[src/rtl/int_to_bcd.sv]
// -----------------------------------------------------------------------------
// int_to_bcd
//
// Converts a 64-bit signed two's-complement integer into sign + magnitude BCD.
// The magnitude uses the iterative double-dabble algorithm, one bit per clock.
// Latency is fixed at 64 cycles from the input handshake to out_valid.
//
// Ports
//   clk        : single clock, rising-edge active
//   rst        : synchronous, active-high reset
//   in_valid   : int_in carries an operand this cycle
//   in_ready   : block is idle and will accept an operand
//   int_in     : 64-bit signed operand; only sampled on the handshake edge
//   out_valid  : bcd_out / neg_out / ndigits hold a finished result
//   out_ready  : consumer takes the result
//   bcd_out    : 19 BCD digits of |int_in|, digit k at [4k+3:4k], digit 0 = units
//   neg_out    : operand was negative
//   ndigits    : number of significant digits, 1..19 (1 for zero)
//
// FSM states
//   state | meaning
//   ------+--------------------------------------------------------------
//   IDLE  | waiting for an operand; in_ready = 1; last result still shown
//   CONV  | 64 double-dabble iterations, one per cycle
//   DONE  | result presented with out_valid = 1 until out_ready
// -----------------------------------------------------------------------------
module int_to_bcd (
    input  logic        clk,
    input  logic        rst,
    input  logic        in_valid,
    output logic        in_ready,
    input  logic [63:0] int_in,
    output logic        out_valid,
    input  logic        out_ready,
    output logic [75:0] bcd_out,
    output logic        neg_out,
    output logic [4:0]  ndigits
);

    localparam int NUM_DIGITS = 19;

    typedef enum logic [1:0] {
        IDLE = 2'd0,
        CONV = 2'd1,
        DONE = 2'd2
    } state_t;

    state_t      state;
    state_t      state_nxt;

    logic [63:0] mag;
    logic [75:0] bcd_acc;
    logic [5:0]  iter_cnt;
    logic        neg_acc;

    logic        accept;
    logic        last_iter;
    logic [75:0] bcd_adj;
    logic [75:0] bcd_shift;
    logic        bcd_carry_unused;

    // -------------------------------------------------------------------------
    // State register
    // -------------------------------------------------------------------------
    always_ff @(posedge clk) begin
        if (rst) begin
            state <= IDLE;
        end else begin
            state <= state_nxt;
        end
    end

    assign last_iter = (state == CONV) && (iter_cnt == 6'd63);

    // -------------------------------------------------------------------------
    // Next state and handshake outputs
    // -------------------------------------------------------------------------
    always_comb begin
        state_nxt = state;
        in_ready  = 1'b0;
        out_valid = 1'b0;
        accept    = 1'b0;
        case (state)
            IDLE: begin
                in_ready = 1'b1;
                if (in_valid) begin
                    accept    = 1'b1;
                    state_nxt = CONV;
                end
            end
            CONV: begin
                if (last_iter) begin
                    state_nxt = DONE;
                end
            end
            DONE: begin
                out_valid = 1'b1;
                if (out_ready) begin
                    state_nxt = IDLE;
                end
            end
            default: begin
                state_nxt = IDLE;
            end
        endcase
    end

    // -------------------------------------------------------------------------
    // Double-dabble step: add 3 to every digit >= 5, then shift {bcd, mag}
    // left by one with the magnitude MSB entering digit 0.
    // -------------------------------------------------------------------------
    always_comb begin
        bcd_adj = '0;
        for (int k = 0; k < NUM_DIGITS; k++) begin
            if (bcd_acc[4*k +: 4] >= 4'd5) begin
                bcd_adj[4*k +: 4] = bcd_acc[4*k +: 4] + 4'd3;
            end else begin
                bcd_adj[4*k +: 4] = bcd_acc[4*k +: 4];
            end
        end
    end

    // The bit shifted out of digit 18 is always zero because |int_in| <= 2^63
    // fits in 19 digits; it is dropped.
    assign {bcd_carry_unused, bcd_shift} = {bcd_adj, mag[63]};

    // -------------------------------------------------------------------------
    // Datapath. The visible result registers are only loaded on the final
    // iteration, so the previous result stays on bcd_out while converting.
    // -------------------------------------------------------------------------
    always_ff @(posedge clk) begin
        if (rst) begin
            mag      <= '0;
            bcd_acc  <= '0;
            iter_cnt <= '0;
            neg_acc  <= 1'b0;
            bcd_out  <= '0;
            neg_out  <= 1'b0;
        end else if (accept) begin
            neg_acc  <= int_in[63];
            // -2^63 negates to itself, which is 2^63 read as unsigned.
            mag      <= int_in[63] ? (~int_in + 64'd1) : int_in;
            bcd_acc  <= '0;
            iter_cnt <= '0;
        end else if (state == CONV) begin
            mag      <= {mag[62:0], 1'b0};
            bcd_acc  <= bcd_shift;
            iter_cnt <= iter_cnt + 6'd1;
            if (last_iter) begin
                bcd_out <= bcd_shift;
                neg_out <= neg_acc;
            end
        end
    end

    // -------------------------------------------------------------------------
    // Significant digit count derived from the held result; zero reports 1.
    // -------------------------------------------------------------------------
    always_comb begin
        ndigits = 5'd1;
        for (int k = 1; k < NUM_DIGITS; k++) begin
            if (bcd_out[4*k +: 4] != 4'd0) begin
                ndigits = 5'(k + 1);
            end
        end
    end

endmodule

[config.mk]
export PLATFORM = sky130hd
export DESIGN_NAME = int_to_bcd
export DESIGN_NICKNAME = d
export VERILOG_FILES = /design/src/rtl/int_to_bcd.sv
export SDC_FILE = /design/constraint.sdc
export NUM_CORES = 1
export LEC_CHECK = 0
export BUFFER_PORTS_ARGS = -buffer_cell sky130_fd_sc_hd__buf_2
export CAP_MARGIN = 10
export CORE_MARGIN = 1.5
export CORE_UTILIZATION = 45
export CTS_CLUSTER_SIZE = 25
export DETAILED_ROUTE_END_ITERATION = 8
export GPL_ROUTABILITY_DRIVEN = 0
export PLACE_DENSITY_LB_ADDON = 0.12
export SLEW_MARGIN = 20
export SYNTH_ARGS = -nofsm -noshare
export SYNTH_HDL_FRONTEND = slang
export SYNTH_SLANG_ARGS = --single-unit
[constraint.sdc]
create_clock -name clk -period 3.3 [get_ports clk]
set_clock_uncertainty 0.2 [all_clocks]
set_input_delay 0.495 -clock clk [delete_from_list [all_inputs] [get_ports clk]]
set_output_delay 0.495 -clock clk [all_outputs]
set_load 0.01 [all_outputs]
---- After elaboration in Yosys (flattened, before gate mapping) ----
Index checks and enable logic that the tools add are counted.
word-level totals
  flip-flop bits (word level) ............. 226
  input port bits ......................... 68
  output and inout bits ................... 84
  word-level logic and storage cells ...... 127
cells by class
  add/sub/neg operators ................... 21
  $lt $le $gt $ge ......................... 19
  equality and inequality tests ........... 6
  mux-type cells .......................... 48
  bitwise operators ....................... 2
  reductions and logical operators ........ 24
operators with widths
  cell                                                                count
  two-way mux 64 bit                                                  3
  two-way mux 5 bit                                                   17
  greater-or-equal comparator 4 x 3 -> 1 bit (second input constant)  19
  adder 4 x 2 -> 4 bit (second input constant)                        18
  two-way mux 4 bit                                                   18
  nonzero test 4 bit                                                  18
  adder 64 x 1 -> 64 bit (second input constant)                      1
  inverter 64 bit                                                     1
  two-way mux 2 bit                                                   4
  adder 6 x 1 -> 6 bit (second input constant)                        1
  equality test 6 bit (second input constant)                         1
  != test 2 bit (second input constant)                               3
  case mux 2 bit (3 select lines)                                     1
  AND reduction 3 bit                                                 2
  two-way mux 1 bit                                                   4
  adder 3 x 2 -> 3 bit (second input constant)                        1
  two-way mux 3 bit                                                   1
  equality test 2 x 1 -> 1 bit (second input constant)                1
  equality test 2 bit (second input constant)                         1
  logical NOT 2 bit                                                   1
  nonzero test 2 bit                                                  1
  OR reduction 2 bit                                                  1
  logical AND 1 bit                                                   1
  inverter 1 bit                                                      1

---- Depth between registers and ports, before layout ----
Gate-level depths: netlist (run 1).
  word-level depth ........................ 19
  mapped depth ............................ 8
  depth with buffers taken out ............ 8

---- Worst setup path after synthesis (run 1) ----
Ideal clock, no wire load.
  path type ............................... reg-to-output
  from .................................... reg bcd_out[52]
  to ...................................... out ndigits[0]
  arrival time ............................ 1859 ps
  required time ........................... 2605 ps
  slack ................................... 746 ps
  stages on the path, launching flop included .. 5
  buffers on the path ..................... 0
  cell sequence ........................... dfxtp_1 -> or4_1 -> nor2b_1 -> or4b_2 -> a31oi_1
between the ends
  cells in the longest elaborated chain, start to end .. 7
ends and longest elaborated chain
  what                             line  RTL
  start, declared                  35    output logic [75:0] bcd_out,
  start signal, assigned           150   bcd_out <= bcd_shift;
  nonzero test 4 bit               162   if (bcd_out[4*k +: 4] != 4'd0) begin
  two-way mux 5 bit (6 in series)  162
  end, declared                    37    output logic [4:0] ndigits
No other way between the ends.

---- Final worst setup path (run 1) ----
  from .................................... reg bcd_out[27]
  to ...................................... out ndigits[1]
between the ends
  cells in the longest elaborated chain, start to end .. 14
ends and longest elaborated chain
  what                              line
  nonzero test 4 bit                162
  two-way mux 5 bit (13 in series)  162
No other way between the ends.

==> results of run 1 <==
-- metal layers --
metal | GRT usage, % | part of all wire, % | up-vias
li1 | - | - | 5413
met2 | 36.9 | 47 | 203
met4 | 5.04 | 1.8 | 0
met3 | 2.70 | 4.0 | 33
met1 | 28.4 | 47 | 4995
met5 | 0 | 0 | -
-- cell usage in the layout (no fill, tap or decap), types with 3 or more instances in the layout --
cell type    n
nand2_1    247
a211oi_1    59
buf_2      150
nor4_2       5
buf_4       21
nor2_1     103
o31a_1       4
o31ai_1     16
and3_1       9
nand2b_1    26
clkinv_2     4
nor4_1      18
a221oi_1    11
nor3_1       9
nand3_1     32
dfxtp_1    226
a31oi_1      3
buf_12       3
or3_1        9
or4_1       14
ha_1        40
o41ai_1     11
o22ai_1     33
clkbuf_1     7
xor2_1      46
inv_1       42
nand4_1      5
mux2i_1     54
a311oi_1    12
a21oi_1    177
nor2b_1      3
nor3b_1     38
clkbuf_16   25
xnor2_1     35
o21ai_0     61
-- logic make-up (layout without fill, tap and decap cells) --
| logic type | Yosys count | count (layout) |
|---|---|---|
| muxes | 54 | 54 |
| other | 0 | 1 |
| buffers and inverters | 132 | 255 |
| adders and majority gates | 40 | 40 |
| AOI/OAI and AO/OA | 396 | 396 |
| and+or+nand+nor | 533 | 533 |
| xor gates and xnor gates | 81 | 81 |
| DFF | 226 | 226 |
-- power groups by stage --
stage / clock, W / sequential, W / combinational [W]
CTS: 0.00263 / 0.00287 / 0.000616
global route: 0.00275 / 0.00288 / 0.000690
detailed placement: 0 / 0.00293 / 0.000614
floorplan: 0 / 0.00291 / 0.000430
global placement: 0 / 0.00293 / 0.000605
finish: 0.00257 / 0.00287 / 0.000613
-- area by class of cell --
| type | count | area (sq um) | share of cell area, % |
|---|---|---|---|
| timing repair buffer | 174 | 968 | 7.16 |
| tap | 330 | 413 | 3.05 |
| sequential | 226 | 4520 | 33.4 |
| clock buffer | 34 | 679 | 5.02 |
| clock inverter | 5 | 50.0 | 0.370 |
| multi-input combinational | 1104 | 6740 | 49.8 |
| antenna | 1 | 2.50 | 0.0185 |
| inverter | 42 | 158 | 1.17 |
-- stage by stage --
stage / total power, W / cells / hold WS, ps / utilization [%] / cell area, sq um
final: 0.00605 / 1916 / 48.8 / 53.4 / 13500
after global routing: 0.00632 / 1915 / 86.0 / 53.4 / 13500
after CTS: 0.00611 / 1915 / 28.0 / 53.3 / 13500
after detailed placement: 0.00354 / 1875 / 246 / 50.3 / 12700
after global placement: 0.00353 / 1875 / 245 / 50.3 / 12700
after floorplan: 0.00334 / 1462 / 232 / - / 11700
-- path summary, 6_finish.rpt --
path                            slack, ps         from     endpoint  cells past startpoint
worst max-delay path                  150  bcd_out[27]   ndigits[1]                      7
worst min-delay path                   50    out_ready     state[1]                      3
worst max register to register       1020     state[0]  bcd_out[52]                      5
worst min register to register        250   bcd_out[2]   bcd_out[2]                      2
-- sequential cells by signal (all words and copies together) (netlist names) --
name,count
state,2
bcd_out,76
neg_out,1
bcd_acc,76
iter_cnt,6
mag,64
neg_acc,1
-- timing repair --
item	in CTS	in global routing
gates cloned	0	0
gates resized for setup	4	5
pin swaps	0	2
setup endpoints to repair	2	3
buffers inserted	1	0
-- worst min-delay path: cells and delay by family --
kind                   cells  cell delay (ps)
buffers and inverters      1               70
AOI/OAI and AO/OA          1               60
and+or+nand+nor            1               90
==> results by group, run 1 <==
GRT
  • First-pass GRT wire length: about 48000 um
  • Initial antenna violation count: 1
  • GRT Util Overall: 21.4%
  • Vias in the first global route: 9715
  • Largest net degree at the start of global routing: 114
  • Total gr overflow: 0

Synth
  • Complex-gate fraction of the synthesized area: between 20 and 25%
  • Main combinational cell family by area after synthesis: simple AND/OR/NAND/NOR gates
  • Top cells by area, synth: dfxtp_1, nand2_1, a21oi_1
  • Multiplexer share of the synthesized area: 4.63%
  • FFs w/ async S/R, synth: 0%
  • Most frequent cell after synthesis: nand2_1
  • Synth area leader: dfxtp_1
  • Mapped Area: 0.0117 sq mm
  • Cell variety after synth: 46
  • Post-synth top area share: 38.7%
  • Sequential share of the synthesized area: ~39%
  • Post-synth top flop: dfxtp_1
  • Post-synthesis xor/xnor area fraction: about 6%
  • Post-synth top cells: nand2_1, dfxtp_1, a21oi_1
  • Post-Synthesis Cells: 1462
  • EDFF count, synth: 0
  • Fraction of the mapped netlist area in simple logic gates: 21.5%
  • Post-synthesis adder-cell area fraction: 4.28%
  • Yosys warns: 0
  • Flops & latches, synth: 226
  • Mean area per synthesized cell: 7.99 sq um
  • Syn nets: 1570

Timing
  • Setup violators final: 0
  • Setup total negative slack: 0 ps
  • Unrepaired setup endpoints after global routing: no
  • Fin crit share: 95.5%
  • Final WS setup: 148 ps
  • Max Fclk: 317 MHz
  • Final hold vios: 0
  • Least-Margin Pin Slew: 767 ps
  • Final worst path period need: 3150 ps
  • Slew Viols, Final: 0
  • Max-slew headroom: 48.4%

Power and ir drop
  • Comb pwr share: just over 10%
  • Clock power frac: 42.4%
  • Sw Pwr: 0.00150 W
  • Seq pwr share: between 40 and 50%
  • Sw Share: between 20% and 30%
  • Leakage: 5.21 nW
  • Power per cell area: 447 mW/mm^2
  • Internal power: 0.00455 W
  • Max VDD drop: between 300 and 400 uV

Clock tree
  • Worst-Skew Late Latency: 510 ps
  • Longest Clk Path Bufs: 3
  • Sink Count: 226
  • Num CTS Buffers: 25
  • Clock root buffer: clkbuf_16
  • Clock-pin transition on the worst setup and hold timing paths: ~60 ps
  • # H-tree levels: 1
  • # hold bufs at CTS: 0
  • CTS tree: built

Worst setup path
  • Crit end category: output pin
  • Crit-path cells: or4_1 -> nand2b_1 -> a31oi_2 -> o311ai_1 -> a31oi_1 -> o21ai_0 -> buf_2
  • CP peak stage delay: 590 ps
  • Worst Path Buf+Inv: 1
  • Setup CP Type: reg2out
  • CP max stage cell: or4_1
  • Req. time, crit path: 2600 ps
  • CP Launch Type: flop
  • Crit path max fanout: 3
  • Crit path DAT: 2460 ps
  • Delay-heaviest family, CP: simple AND/OR/NAND/NOR gates

Hold path
  • Hold Crit Class: in2reg

Route
  • TritonRoute pass-1 iters: 5
  • DRC errors left: 0
  • DR vias/cell: 5.56
  • First DRT Iteration DRCs: 557
  • Total number of vias: 10644
  • WL per Instance: ~15 um
  • Final wirelength: about 30000 um
  • Detail Route Antenna Nets: 0

Die
  • Rows: 58
  • Die ar.: roughly 0.027 sq mm
  • Core area: approximately 0.025 sq mm
  • Ports: 152
  • DIE HEIGHT: 164 um
  • Initial Utilization: 46.1%
  • Die extent in x: 164 um

Cells and area
  • Share of cells above drive strength 1: 14.1%
  • Layout area overhead: 15.8%
  • Filler cell count in the final layout: 2469
  • Nets: 1681

Place
  • PortBufs: 151
  • Placed wire-length estimate: 19800 um
  • Pre-CTS setup slack: 300 ps

Outcome
  • Status: finished clean

Job
  • Max capacitance violation total: 0
Power figures use the tool's default switching activity.
==> run 2, diff against run 1 <==
--- a/config.mk
+++ b/config.mk
@@ -9,10 +9,12 @@
 export CAP_MARGIN = 10
 export CORE_MARGIN = 1.5
 export CORE_UTILIZATION = 45
-export CTS_CLUSTER_SIZE = 25
+export CTS_CLUSTER_SIZE = 20
 export DETAILED_ROUTE_END_ITERATION = 8
 export GPL_ROUTABILITY_DRIVEN = 0
 export PLACE_DENSITY_LB_ADDON = 0.12
+export SETUP_SLACK_MARGIN = 0.4
+export SKIP_LAST_GASP = 1
 export SLEW_MARGIN = 20
 export SYNTH_ARGS = -nofsm -noshare
 export SYNTH_HDL_FRONTEND = slang
==> results by group, run 2 (synthesis results as in run 1) <==
Cells and area
  • Most common cell after layout, fill and taps aside: nand2_1
  • Largest regs: bcd_acc (76), bcd_out (76), mag (64)
  • Share of cells above drive strength 1: ~15%
  • Layout area overhead: 17.0%
  • Nets: 1687
  • Commonest non-fill, non-tap cells in the layout: nand2_1, dfxtp_1, a21oi_1

Power and ir drop
  • Power per cell area: 443 mW/mm^2
  • Max VDD drop: 329 uV
  • Sw Pwr: about 0.0015 W
  • Clock power frac: 42.4%
  • Sw Share: around a quarter
  • Seq pwr share: 47.4%
  • Internal power: 0.00455 W
  • Leakage: around 5.3 nW
  • Comb pwr share: 10.1%

GRT
  • Initial antenna violation count: 1
  • First-pass GRT wire length: 48100 um
  • GRT Util Overall: a little over a fifth
  • Vias in the first global route: 9777
  • Largest net degree at the start of global routing: 114
  • Total gr overflow: 0

Clock tree
  • Clock root buffer: clkbuf_16
  • Longest Clk Path Bufs: 3
  • Sink Count: 226
  • CTS tree: built
  • # hold bufs at CTS: 0
  • Worst-Skew Late Latency: 510 ps
  • Clock-pin transition on the worst setup and hold timing paths: 60 ps
  • # H-tree levels: 1
  • Num CTS Buffers: 25

Timing
  • Slew Viols, Final: 0
  • Max Fclk: 330 MHz
  • Fin crit share: 91.7%
  • Setup violators final: 0
  • Final worst path period need: 3030 ps
  • Max-slew headroom: 48.8%
  • Final WS setup: ~270 ps
  • Unrepaired setup endpoints after global routing: yes
  • Final hold vios: 0
  • Setup total negative slack: 0 ps
  • Least-Margin Pin Slew: 761 ps

Place
  • Pre-CTS setup slack: 300 ps
  • PortBufs: 151
  • Placed wire-length estimate: between 15000 and 20000 um

Worst setup path
  • Crit path DAT: 2330 ps
  • CP peak stage delay: ~560 ps
  • Setup CP Type: reg2out
  • Crit-path cells: or4_4 -> nand2b_4 -> a31oi_4 -> o311ai_4 -> a31oi_2 -> o21ai_1 -> buf_2
  • CP Launch Type: flop
  • CP max stage cell: or4_4
  • Crit path max fanout: 3
  • Crit end category: output pin
  • Req. time, crit path: 2600 ps

Die
  • Initial Utilization: roughly 46%
  • Die extent in x: 164 um
  • DIE HEIGHT: 164 um
  • Ports: 152
  • Core area: 0.0253 sq mm
  • Die ar.: 0.0269 sq mm
  • Rows: 58

Route
  • DRC errors left: 0
  • TritonRoute pass-1 iters: 5
  • DR vias/cell: approximately 5.6
  • First DRT Iteration DRCs: 548
  • Detail Route Antenna Nets: 0
  • WL per Instance: approximately 15 um
  • Final wirelength: 29400 um
  • Total number of vias: 10709

Hold path
  • Hold Crit Class: in2reg

Outcome
  • Status: finished clean

Job
  • Max capacitance violation total: 0
-- run 2: layout make-up --
type	instances	area, sq um
Timing Repair Buffer	180	1010
Inverter	42	158
Tap cell	330	413
Sequential cell	226	4530
Clock buffer	34	679
Clock inverter	5	50.0
Antenna cell	1	2.50
Multi-Input combinational cell	1104	6820
Fill cell	2451	11700
-- run 2: metrics by stage --
stage | area, sq um | power (W) | hold WS [ps] | instances | util, %
floorplan | 11700 | 0.00334 | 232 | 1462 | -
global placement | 12700 | 0.00353 | 245 | 1875 | 50.3
detailed placement | 12700 | 0.00354 | 246 | 1875 | 50.3
CTS | 13600 | 0.00611 | 28.0 | 1920 | 53.7
global route | 13700 | 0.00632 | 86.0 | 1921 | 53.9
finish | 13700 | 0.00605 | 48.7 | 1922 | 54.0
-- run 2: worst paths after layout --
path	startpoint	endpoint	slack (ps)	cells past startpoint
worst min-delay path	out_ready	state[1]	50	3
worst min register to register	bcd_out[2]	bcd_out[2]	250	2
worst max register to register	state[0]	bcd_out[52]	1000	5
worst max-delay path	bcd_out[27]	ndigits[1]	270	7
-- run 2: layer usage --
| layer | part of all wire, % | up-vias | global-route usage [%] |
|---|---|---|---|
| met5 | 0 | - | 0 |
| met4 | 1.9 | 0 | 5.33 |
| met3 | 4.6 | 35 | 2.73 |
| met2 | 47 | 230 | 37.1 |
| met1 | 46 | 5021 | 28.5 |
| li1 | - | 5423 | - |
-- run 2: critical path, delay by kind of cell (launching register included) --
kind	cells	cell delay, ps
AND/OR/NAND/NOR	2	730
AO/OA/AOI/OAI	4	630
flip-flops	1	320
buffers and inverters	1	140
-- run 2: timing repair --
item	4_1_cts	5_1_grt
gates resized for setup	20	9
buffers inserted	6	1
pin swaps	6	6
setup endpoints to repair	3	4
cloned	0	0
-- run 2: power groups by stage --
stage	Sequential (W)	Combinational, W	Clock (W)
final	0.00287	0.000614	0.00257
after global routing	0.00288	0.000690	0.00275
after CTS	0.00287	0.000616	0.00263
after detailed placement	0.00293	0.000614	0
after global placement	0.00293	0.000605	0
after floorplan	0.00291	0.000430	0
